<file path="src/rtl/rgbw_pkg.sv">
// rtl/rgbw_pkg.sv - shared state encodings and frame field indices for rgbw_frame_ctrl
package rgbw_pkg;

    typedef enum logic [2:0] {
        ST_IDLE    = 3'd0,
        ST_PAYLOAD = 3'd1,
        ST_CHECK   = 3'd2,
        ST_COMMIT  = 3'd3,
        ST_DRAIN   = 3'd4
    } state_t;

    localparam int unsigned FLD_MODE   = 0;
    localparam int unsigned FLD_LINT   = 1;
    localparam int unsigned FLD_COLOR  = 2;
    localparam int unsigned FLD_RED    = 3;
    localparam int unsigned FLD_GREEN  = 4;
    localparam int unsigned FLD_BLUE   = 5;
    localparam int unsigned FLD_WHITE  = 6;
    localparam int unsigned NUM_FIELDS = 7;

    localparam logic [7:0] SYNC_BYTE_DEFAULT = 8'hA5;

endpackage

</file>
<file path="src/rtl/rgbw_frame_ctrl_if.sv">
// rtl/rgbw_frame_ctrl_if.sv - byte-receiver input and committed-parameter output bundle
interface rgbw_frame_ctrl_if;

    logic       rx_rdy;
    logic [7:0] rx_data;
    logic       cs;
    logic [7:0] mode_o;
    logic [7:0] lint_o;
    logic [7:0] color_idx_o;
    logic [7:0] red_o;
    logic [7:0] green_o;
    logic [7:0] blue_o;
    logic [7:0] white_o;
    logic       frame_valid;
    logic       frame_err;
    logic       busy;

    modport master (
        output rx_rdy, rx_data, cs,
        input  mode_o, lint_o, color_idx_o, red_o, green_o, blue_o, white_o,
        input  frame_valid, frame_err, busy
    );

    modport slave (
        input  rx_rdy, rx_data, cs,
        output mode_o, lint_o, color_idx_o, red_o, green_o, blue_o, white_o,
        output frame_valid, frame_err, busy
    );

endinterface

</file>
<file path="src/rtl/rdy_edge_det.sv">
// rtl/rdy_edge_det.sv - turns the SPI byte-ready level into a one-cycle byte strobe
module rdy_edge_det (
    input  logic clk,
    input  logic reset,
    input  logic rdy_i,
    output logic strobe_o
);

    logic rdy_q;

    always_ff @(posedge clk or negedge reset) begin
        if (!reset) begin
            rdy_q <= 1'b0;
        end else begin
            rdy_q <= rdy_i;
        end
    end

    assign strobe_o = rdy_i & ~rdy_q;

endmodule

</file>
<file path="src/rtl/rgbw_frame_ctrl.sv">
// rtl/rgbw_frame_ctrl.sv - RGBW frame sequencer with atomic commit; optional checksum byte via FRAME_CHECKSUM_EN
module rgbw_frame_ctrl
    import rgbw_pkg::*;
#(
    parameter logic [7:0] SYNC_BYTE   = SYNC_BYTE_DEFAULT,
    parameter int unsigned TIMEOUT_W  = 12,
    parameter int unsigned TIMEOUT_MAX = 4095
) (
    input  logic               clk,
    input  logic               reset,
    rgbw_frame_ctrl_if.slave   bus
);

    localparam logic [TIMEOUT_W-1:0] TMO_LIMIT = TIMEOUT_W'(TIMEOUT_MAX);

    state_t                 state_q, state_d;
    logic [2:0]             idx_q, idx_d;
    logic [TIMEOUT_W-1:0]   tmo_q, tmo_d;
    logic [7:0]             shadow_q [NUM_FIELDS];
    logic [7:0]             out_q    [NUM_FIELDS];
    logic                   frame_valid_q, frame_err_q;
    logic                   shadow_we, commit, err_d;
    logic                   strobe, byte_stb;
`ifdef FRAME_CHECKSUM_EN
    logic [7:0]             acc_q, acc_d;
`endif

    rdy_edge_det u_edge (
        .clk      (clk),
        .reset    (reset),
        .rdy_i    (bus.rx_rdy),
        .strobe_o (strobe)
    );

    assign byte_stb = strobe & ~bus.cs;

    // Aborts (cs release, timeout) are tested before the strobe so they win a same-cycle race.
    always_comb begin
        state_d   = state_q;
        idx_d     = idx_q;
        tmo_d     = '0;
        shadow_we = 1'b0;
        commit    = 1'b0;
        err_d     = 1'b0;
`ifdef FRAME_CHECKSUM_EN
        acc_d     = acc_q;
`endif
        case (state_q)
            ST_IDLE: begin
                idx_d = '0;
`ifdef FRAME_CHECKSUM_EN
                acc_d = SYNC_BYTE;
`endif
                if (byte_stb && bus.rx_data == SYNC_BYTE) begin
                    state_d = ST_PAYLOAD;
                end
            end
            ST_PAYLOAD, ST_CHECK: begin
                tmo_d = (tmo_q == TMO_LIMIT) ? tmo_q : tmo_q + 1'b1;
                if (bus.cs) begin
                    err_d   = 1'b1;
                    state_d = ST_IDLE;
                end else if (tmo_q == TMO_LIMIT) begin
                    err_d   = 1'b1;
                    state_d = ST_DRAIN;
                end else if (byte_stb) begin
                    tmo_d = '0;
                    if (state_q == ST_PAYLOAD) begin
                        shadow_we = 1'b1;
                        idx_d     = idx_q + 3'd1;
`ifdef FRAME_CHECKSUM_EN
                        acc_d     = acc_q ^ bus.rx_data;
                        if (idx_q == 3'(FLD_WHITE)) state_d = ST_CHECK;
`else
                        if (idx_q == 3'(FLD_WHITE)) state_d = ST_COMMIT;
`endif
                    end else begin
`ifdef FRAME_CHECKSUM_EN
                        if (bus.rx_data == acc_q) begin
                            state_d = ST_COMMIT;
                        end else begin
                            err_d   = 1'b1;
                            state_d = ST_DRAIN;
                        end
`else
                        err_d   = 1'b1;
                        state_d = ST_DRAIN;
`endif
                    end
                end
            end
            ST_COMMIT: begin
                commit  = 1'b1;
                state_d = ST_DRAIN;
            end
            ST_DRAIN: begin
                if (bus.cs) state_d = ST_IDLE;
            end
            default: state_d = ST_IDLE;
        endcase
    end

    always_ff @(posedge clk or negedge reset) begin
        if (!reset) begin
            state_q       <= ST_IDLE;
            idx_q         <= '0;
            tmo_q         <= '0;
            frame_valid_q <= 1'b0;
            frame_err_q   <= 1'b0;
`ifdef FRAME_CHECKSUM_EN
            acc_q         <= SYNC_BYTE;
`endif
            for (int i = 0; i < NUM_FIELDS; i++) begin
                shadow_q[i] <= 8'h00;
                out_q[i]    <= 8'h00;
            end
        end else begin
            state_q       <= state_d;
            idx_q         <= idx_d;
            tmo_q         <= tmo_d;
            frame_valid_q <= commit;
            frame_err_q   <= err_d;
`ifdef FRAME_CHECKSUM_EN
            acc_q         <= acc_d;
`endif
            if (shadow_we) shadow_q[idx_q] <= bus.rx_data;
            if (commit) begin
                for (int i = 0; i < NUM_FIELDS; i++) out_q[i] <= shadow_q[i];
            end
        end
    end

    assign bus.mode_o      = out_q[FLD_MODE];
    assign bus.lint_o      = out_q[FLD_LINT];
    assign bus.color_idx_o = out_q[FLD_COLOR];
    assign bus.red_o       = out_q[FLD_RED];
    assign bus.green_o     = out_q[FLD_GREEN];
    assign bus.blue_o      = out_q[FLD_BLUE];
    assign bus.white_o     = out_q[FLD_WHITE];
    assign bus.frame_valid = frame_valid_q;
    assign bus.frame_err   = frame_err_q;
    assign bus.busy        = (state_q != ST_IDLE);

endmodule

</file>
<file path="src/flat_wrapper.sv">
// flat-port wrapper written by rule: the top's interface ports become plain ports
module rgbw_frame_ctrl_flat import rgbw_pkg::*;
#(
    parameter logic [7:0] SYNC_BYTE   = SYNC_BYTE_DEFAULT,
    parameter int unsigned TIMEOUT_W  = 12,
    parameter int unsigned TIMEOUT_MAX = 4095
)
  (clk, reset, bus_rx_rdy, bus_rx_data, bus_cs, bus_mode_o, bus_lint_o, bus_color_idx_o, bus_red_o, bus_green_o, bus_blue_o, bus_white_o, bus_frame_valid, bus_frame_err, bus_busy);
  rgbw_frame_ctrl_if bus_i ();
  input  logic clk;
  input  logic reset;
  input wire logic [$bits(bus_i.rx_rdy)-1:0] bus_rx_rdy;
  input wire logic [$bits(bus_i.rx_data)-1:0] bus_rx_data;
  input wire logic [$bits(bus_i.cs)-1:0] bus_cs;
  output wire logic [$bits(bus_i.mode_o)-1:0] bus_mode_o;
  output wire logic [$bits(bus_i.lint_o)-1:0] bus_lint_o;
  output wire logic [$bits(bus_i.color_idx_o)-1:0] bus_color_idx_o;
  output wire logic [$bits(bus_i.red_o)-1:0] bus_red_o;
  output wire logic [$bits(bus_i.green_o)-1:0] bus_green_o;
  output wire logic [$bits(bus_i.blue_o)-1:0] bus_blue_o;
  output wire logic [$bits(bus_i.white_o)-1:0] bus_white_o;
  output wire logic [$bits(bus_i.frame_valid)-1:0] bus_frame_valid;
  output wire logic [$bits(bus_i.frame_err)-1:0] bus_frame_err;
  output wire logic [$bits(bus_i.busy)-1:0] bus_busy;
  assign bus_i.rx_rdy = bus_rx_rdy;
  assign bus_i.rx_data = bus_rx_data;
  assign bus_i.cs = bus_cs;
  assign bus_mode_o = bus_i.mode_o;
  assign bus_lint_o = bus_i.lint_o;
  assign bus_color_idx_o = bus_i.color_idx_o;
  assign bus_red_o = bus_i.red_o;
  assign bus_green_o = bus_i.green_o;
  assign bus_blue_o = bus_i.blue_o;
  assign bus_white_o = bus_i.white_o;
  assign bus_frame_valid = bus_i.frame_valid;
  assign bus_frame_err = bus_i.frame_err;
  assign bus_busy = bus_i.busy;
  rgbw_frame_ctrl #(.SYNC_BYTE(SYNC_BYTE), .TIMEOUT_W(TIMEOUT_W), .TIMEOUT_MAX(TIMEOUT_MAX)) u_core (.clk(clk), .reset(reset), .bus(bus_i));
endmodule
</file>
<file path="config.mk">
export PLATFORM = sky130hd
export DESIGN_NAME = rgbw_frame_ctrl_flat
export DESIGN_NICKNAME = d
export VERILOG_FILES = /design/src/rtl/rgbw_pkg.sv /design/src/rtl/rgbw_frame_ctrl_if.sv /design/src/rtl/rdy_edge_det.sv /design/src/rtl/rgbw_frame_ctrl.sv /design/src/flat_wrapper.sv
export SDC_FILE = /design/constraint.sdc
export NUM_CORES = 1
export LEC_CHECK = 0
export ABC_AREA = 1
export BUFFER_PORTS_ARGS = -buffer_cell sky130_fd_sc_hd__buf_2
export CORE_UTILIZATION = 62
export CTS_BUF_LIST = sky130_fd_sc_hd__clkbuf_4 sky130_fd_sc_hd__clkbuf_8 sky130_fd_sc_hd__clkbuf_16
export DETAILED_ROUTE_END_ITERATION = 6
export HOLD_SLACK_MARGIN = 0.06
export MAX_ROUTING_LAYER = met4
export PLACE_DENSITY = 0.85
export REMOVE_ABC_BUFFERS = 1
export SYNTH_ARGS = -nofsm -noshare
export SYNTH_HDL_FRONTEND = slang
export SYNTH_HIERARCHICAL = 1
export SYNTH_SLANG_ARGS = --single-unit
</file>
<file path="constraint.sdc">
create_clock -name clk -period 3.7 [get_ports clk]
set_input_delay 0.555 -clock clk [delete_from_list [all_inputs] [get_ports clk]]
set_output_delay 0.555 -clock clk [all_outputs]
set_load 0.03 [all_outputs]
</file>
After elaboration in Yosys (flattened, before gate mapping)
Cells that the tools add are included.
{ "word_totals": {"regBits": 133, "inputBits": 12, "out_inout_bits": 59, "wordCells": 84} }
{ "op_classes": {"n_addsub": 2, "magnitude_cmp": 2, "n_eq_ne": 15, "mux": 32, "n_bitwise": 5, "n_reduce_logical": 8} }
{ "ops": {"columns": ["operator", "count"], "rows": [
  ["12-bit 2-to-1 mux", 5],
  ["56-bit bitwise mux", 1],
  ["3-bit 2-to-1 mux", 11],
  ["8-bit demux with 3-bit select", 1],
  ["12-bit by 1-bit adder with 12-bit output (second input constant)", 1],
  ["12-bit == test (second input constant)", 1],
  ["3-bit case mux with 4 select lines", 1],
  ["1-bit 2-to-1 mux", 11],
  ["8-bit == test (second input constant)", 1],
  ["8-bit 2-to-1 mux", 1],
  ["3-bit by 2-bit == test with 1-bit output (second input constant)", 2],
  ["3-bit == test (second input constant)", 2],
  ["2-bit by 1-bit inequality test with 1-bit output (second input constant)", 3],
  ["2-bit inequality test (second input constant)", 3],
  ["3-bit case mux with 2 select lines", 1],
  ["5-bit by 4-bit inequality test with 1-bit output (second input constant)", 1],
  ["5-bit AND reduction", 1],
  ["4-bit >= comparator (second input constant)", 1],
  ["4-bit by 1-bit < comparator with 1-bit output (second input constant)", 1],
  ["4-bit by 2-bit inequality test with 1-bit output (second input constant)", 1],
  ["3-bit NOT with 4-bit output", 1],
  ["4-bit AND reduction", 1],
  ["3-bit by 1-bit adder with 3-bit output (second input constant)", 1],
  ["3-bit by 1-bit == test with 1-bit output (second input constant)", 1],
  ["7 further kinds", 10]
]} }

Depth between registers and ports, before layout
{ "logic_depth": {"ltp_word": 7, "ltp_mapped": 10, "ltp_nobuf": 9} }

Modules after synthesis
Netlist, hierarchy kept.
{ "by_module_without_submodules": {"columns": ["module", "n_inst", "cells_each", "area_each_um2", "seq_area_each_um2"], "rows": [
  ["rgbw_frame_ctrl", 1, 608, 5537.8, 3303.2],
  ["rdy_edge_det", 1, 3, 35.0, 25.0]
]} }

Least setup slack after synthesis
OpenSTA, ideal clock, no wires.
{ "synth_timing": {"path_type": "in2reg", "from": "input port bus_rx_rdy", "to": "register u_core/shadow_q[0] (netlist name)", "setup_ps": 122, "t_arrival_ps": 1468, "t_required_ps": 3578, "path_slack_ps": 2110, "stages": 10, "path_cell_list": "inv_1 -> nor2_2 -> nand2_1 -> nor2_2 -> nand2_4 -> inv_8 -> nand2_4 -> buf_12 -> nand2_2 -> o21ai_2"} }
{ "synth_via": {"elab_chain_len": 6} }
{ "synth_lines": {"columns": ["element", "line_no", "rtl"], "rows": [
  ["start, declared", "flat_wrapper.sv:12", "input wire logic [$bits(bus_i.rx_rdy)-1:0] bus_rx_rdy;"],
  ["1-bit bitwise AND", "rdy_edge_det.sv:19", "assign strobe_o = rdy_i & ~rdy_q;"],
  ["via u_core.strobe", "rgbw_frame_ctrl.sv:23", "logic strobe, byte_stb;"],
  ["1-bit bitwise AND", "rgbw_frame_ctrl.sv:35", "assign byte_stb = strobe & ~bus.cs;"],
  ["1-bit 2-to-1 mux", "rgbw_frame_ctrl.sv:66", "end else if (byte_stb) begin"],
  ["1-bit 2-to-1 mux", "rgbw_frame_ctrl.sv:63", "end else if (tmo_q == TMO_LIMIT) begin"],
  ["1-bit 2-to-1 mux", "rgbw_frame_ctrl.sv:60", "if (bus.cs) begin"],
  ["1-bit 2-to-1 mux", "rgbw_frame_ctrl.sv:48", "case (state_q)"],
  ["end signal, assigned by index", "rgbw_frame_ctrl.sv:126", "if (shadow_we) shadow_q[idx_q] <= bus.rx_data;"],
  ["end, declared", "rgbw_frame_ctrl.sv:19", "logic [7:0] shadow_q [NUM_FIELDS];"]
]} }
The timed path passes the listed nets, and every way through them passes these cells.
A chain may end at the register's enable or synchronous reset.

Worst setup path in the final report
{ "layout_timing": {"from": "register u_core.state_q[0]", "to": "output port bus_busy"} }
{ "layout_via": {"elab_chain_len": 1} }
{ "layout_lines": {"columns": ["element", "line_no", "rtl"], "rows": [
  ["start, declared", "rgbw_frame_ctrl.sv:16", "state_t state_q, state_d;"],
  ["start signal, assigned", "rgbw_frame_ctrl.sv:118", "state_q <= state_d;"],
  ["3-bit nonzero test", "rgbw_frame_ctrl.sv:142", "assign bus.busy = (state_q != ST_IDLE);"],
  ["end, declared", "flat_wrapper.sv:24", "output wire logic [$bits(bus_i.busy)-1:0] bus_busy;"]
]} }
No other way between the ends.

==> reports/summary.txt <==
Status -> completed
Largest net degree at the start of global routing -> 134
Core Rows -> 34
Fin area -> 0.00656 mm²
Routed len/inst -> 15.5 µm
Clk_skew -> 6.99 ps
PwrDens -> 683 mW/mm²
CTS Hold Bufs -> 0
IO Port Bufs -> 70
Cell Chain, Critical Path -> nor2_1, inv_1, nor2_1, inv_1, buf_2
Maxcap violations -> 0
Initial antenna violation count -> 0
DP Worst Slack -> 1670 ps
Placed cell count -> 771
Non-Filler Instances -> 803
Vias post-DR -> 4392
Syn Area/Cell -> 9.12 µm²
Worst vdd ir -> 0.000431 V
Inserted Diodes -> 0
Fin crit period -> 2120 ps
Slowest-stage cell, CP -> dfrtp_1
RSZ-0062 raised after global routing -> false
CTS Buf Count -> 17
Setup TNS -> 0 ps
Crit. End Element -> output pin
Die width -> 96.8 µm
Commonest non-fill, non-tap cells in the layout -> 274 x nand2_1, 133 x dfrtp_1, 69 x buf_2
Clk sinks -> 133
Synth Cell Area -> 0.00557 mm²
Drt first pass iters -> 5
Final max-slew violation count -> 0
Max clock buf depth -> 2
Die area -> 0.00937 mm²
CP arrival -> 1570 ps
Layout cell share with drive strength beyond 1 -> 20.6%
Reg area -> 0.00333 mm²
Resized cells post-CTS -> 0
Post-DP HPWL -> 7.34 mm
Die Y -> 96.8 µm
CP required -> 3140 ps
GR Util All Layers -> 29.1%
Mapped Cells -> 611
Gpl congestion -> 0.843
Final setup violation count -> 0
Max Freq -> 0.471 GHz
Area of the multi-input gates -> 0.00194 mm²
Leakage -> 3.66 nW
Post-synthesis cell type count -> 31
Worst-Skew Late Latency -> 510 ps
Syn. warnings -> 6
Boundary Pins -> 71
Number of global-route vias before repair -> 4285
DR vias/cell -> 5.47
CTS tree -> built
Final worst path period share -> 57.4%
Most common cell after layout, fill and taps aside -> nand2_1
First DRT Iteration DRCs -> 335
Post-synth top area cell -> dfrtp_1
Power, Total -> 4.48 mW
Slew @ Worst Pin -> 957 ps
Post-Route WL -> 12.4 mm
Initial Utilization -> 63.9%
Slew HR -> 36.1%
CP peak stage delay -> 400 ps
Post-synthesis sequential area ratio -> 59.7%
CTS H-tree depth -> 4
CP Class -> flop to output pin
Core Region -> 0.00872 mm²
Nets -> 697
Share of the synthesized area in the top cell type -> 59.7%
Area Overhead vs Synth -> 17.6%
Clk slew on worst S/H paths -> 60 ps
Buffer count from post-CTS setup fixing -> 0
Fill cells -> 556
Post-synthesis register bit count -> 133
Final Hold Viols -> 0
Synth area leaders -> dfrtp_1 60%, nand2_1 18%, o21ai_1 4.0%
Hold Path Class -> input port to async pin
Critical path peak fanout -> 4
First-pass GRT wire length -> 20.8 mm
# DRC -> 0
GR Overflow Total -> 0
Final worst slack -> 1580 ps
Post-route ant nets -> 0
Root buf cell -> clkbuf_8
Placed cell area -> 0.00594 mm²
Critical Path Start Type -> flop
==> cell usage after synthesis <==
library cell  count
or2_2             1
dfrtp_1         133
nor3_1            4
o21ai_0           9
nand2_8           3
buf_2             8
o21bai_1          2
nor2_4            1
nand2_2           6
nand2_1         274
buf_6             6
nand3_4           1
nor2_1           20
inv_1            35
a21oi_1           7
nor2_2            5
buf_8             1
o31ai_1           1
o21ai_1          45
nand2_4           5
clkbuf_1          4
inv_8             1
nand3_2           1
o21ai_2          12
buf_12            1
inv_2             2
nand3_1          15
ha_1              3
xnor2_1           2
nand4_1           2
o211ai_1          1
==> stage by stage <==
step                util [%]  hold slack (ps)
floorplan                  -              259
global placement        68.1              449
detailed placement      68.1              454
CTS                     75.2              149
global route            75.2              153
finish                  75.2              143
==> critical path, delay by kind of cell (launching register included) <==
family        cells  cell delay (ps)
flops             1              400
simple gates      2              320
buf+inv           3              340
==> path summary, 6_finish.rpt <==
kind	endpoint	from	cells past startpoint	slack (ps)
min in group clk	u_core/u_edge/rdy_q	bus_rx_rdy	1	160
worst max-delay path	bus_busy	u_core/state_q[0]	5	1580
max in group asynchronous	u_core/shadow_q[25]	reset	2	3050
worst max register to register	u_core/bus.green_o[7]	u_core/state_q[1]	6	1600
worst min-delay path	u_core/bus.mode_o[2]	reset	2	140
worst min register to register	u_core/bus.red_o[5]	u_core/bus.red_o[5]	2	460
==> area by class of cell <==
| type | instances | share of cell area, % |
|---|---|---|
| sequential | 133 | 50.8 |
| inverter | 38 | 2.29 |
| multi-input combinational | 420 | 29.7 |
| timing repair buffer | 72 | 5.80 |
| tap | 108 | 2.06 |
| clock inverter | 15 | 3.11 |
| clock buffer | 17 | 6.32 |
==> cell families (layout without fill, tap and decap cells) <==
kind of cell | after synthesis | count (layout) | synth area share [%]
simple gates | 338 | 338 | 25.9
xor+xnor | 2 | 2 | 0.314
compound gates | 77 | 77 | 7.90
fa+ha+maj | 3 | 3 | 0.674
buf+inv | 58 | 142 | 5.52
flops | 133 | 133 | 59.7
==> state kept, by name (all words and copies together), names as in the netlist <==
signal	cells
u_core/bus.blue_o	8
u_core/state_q	3
u_core/shadow_q	56
u_core/idx_q	3
u_core/bus.red_o	8
u_core/bus.lint_o	8
u_core/u_edge/rdy_q	1
u_core/bus.frame_err	1
u_core/bus.green_o	8
u_core/bus.white_o	8
u_core/tmo_q	12
u_core/bus.mode_o	8
u_core/bus.color_idx_o	8
u_core/bus.frame_valid	1
==> layer usage <==
layer / global-route usage [%] / up-vias / wire length (µm)
li1: - / 2061 / -
met1: 37.7 / 2120 / 5360
met2: 46.4 / 175 / 6100
met3: 5.92 / 36 / 701
met4: 9.41 / 0 / 267
met5: - / - / 0
==> power breakdown <==
part / internal (mW) / leakage (nW) / switching [mW]
Clock: 1.10 / 0.291 / 0.644
Combinational: 0.257 / 1.54 / 0.697
Sequential: 1.65 / 1.83 / 0.130
Note: power is estimated with default switching activity, not from simulation.
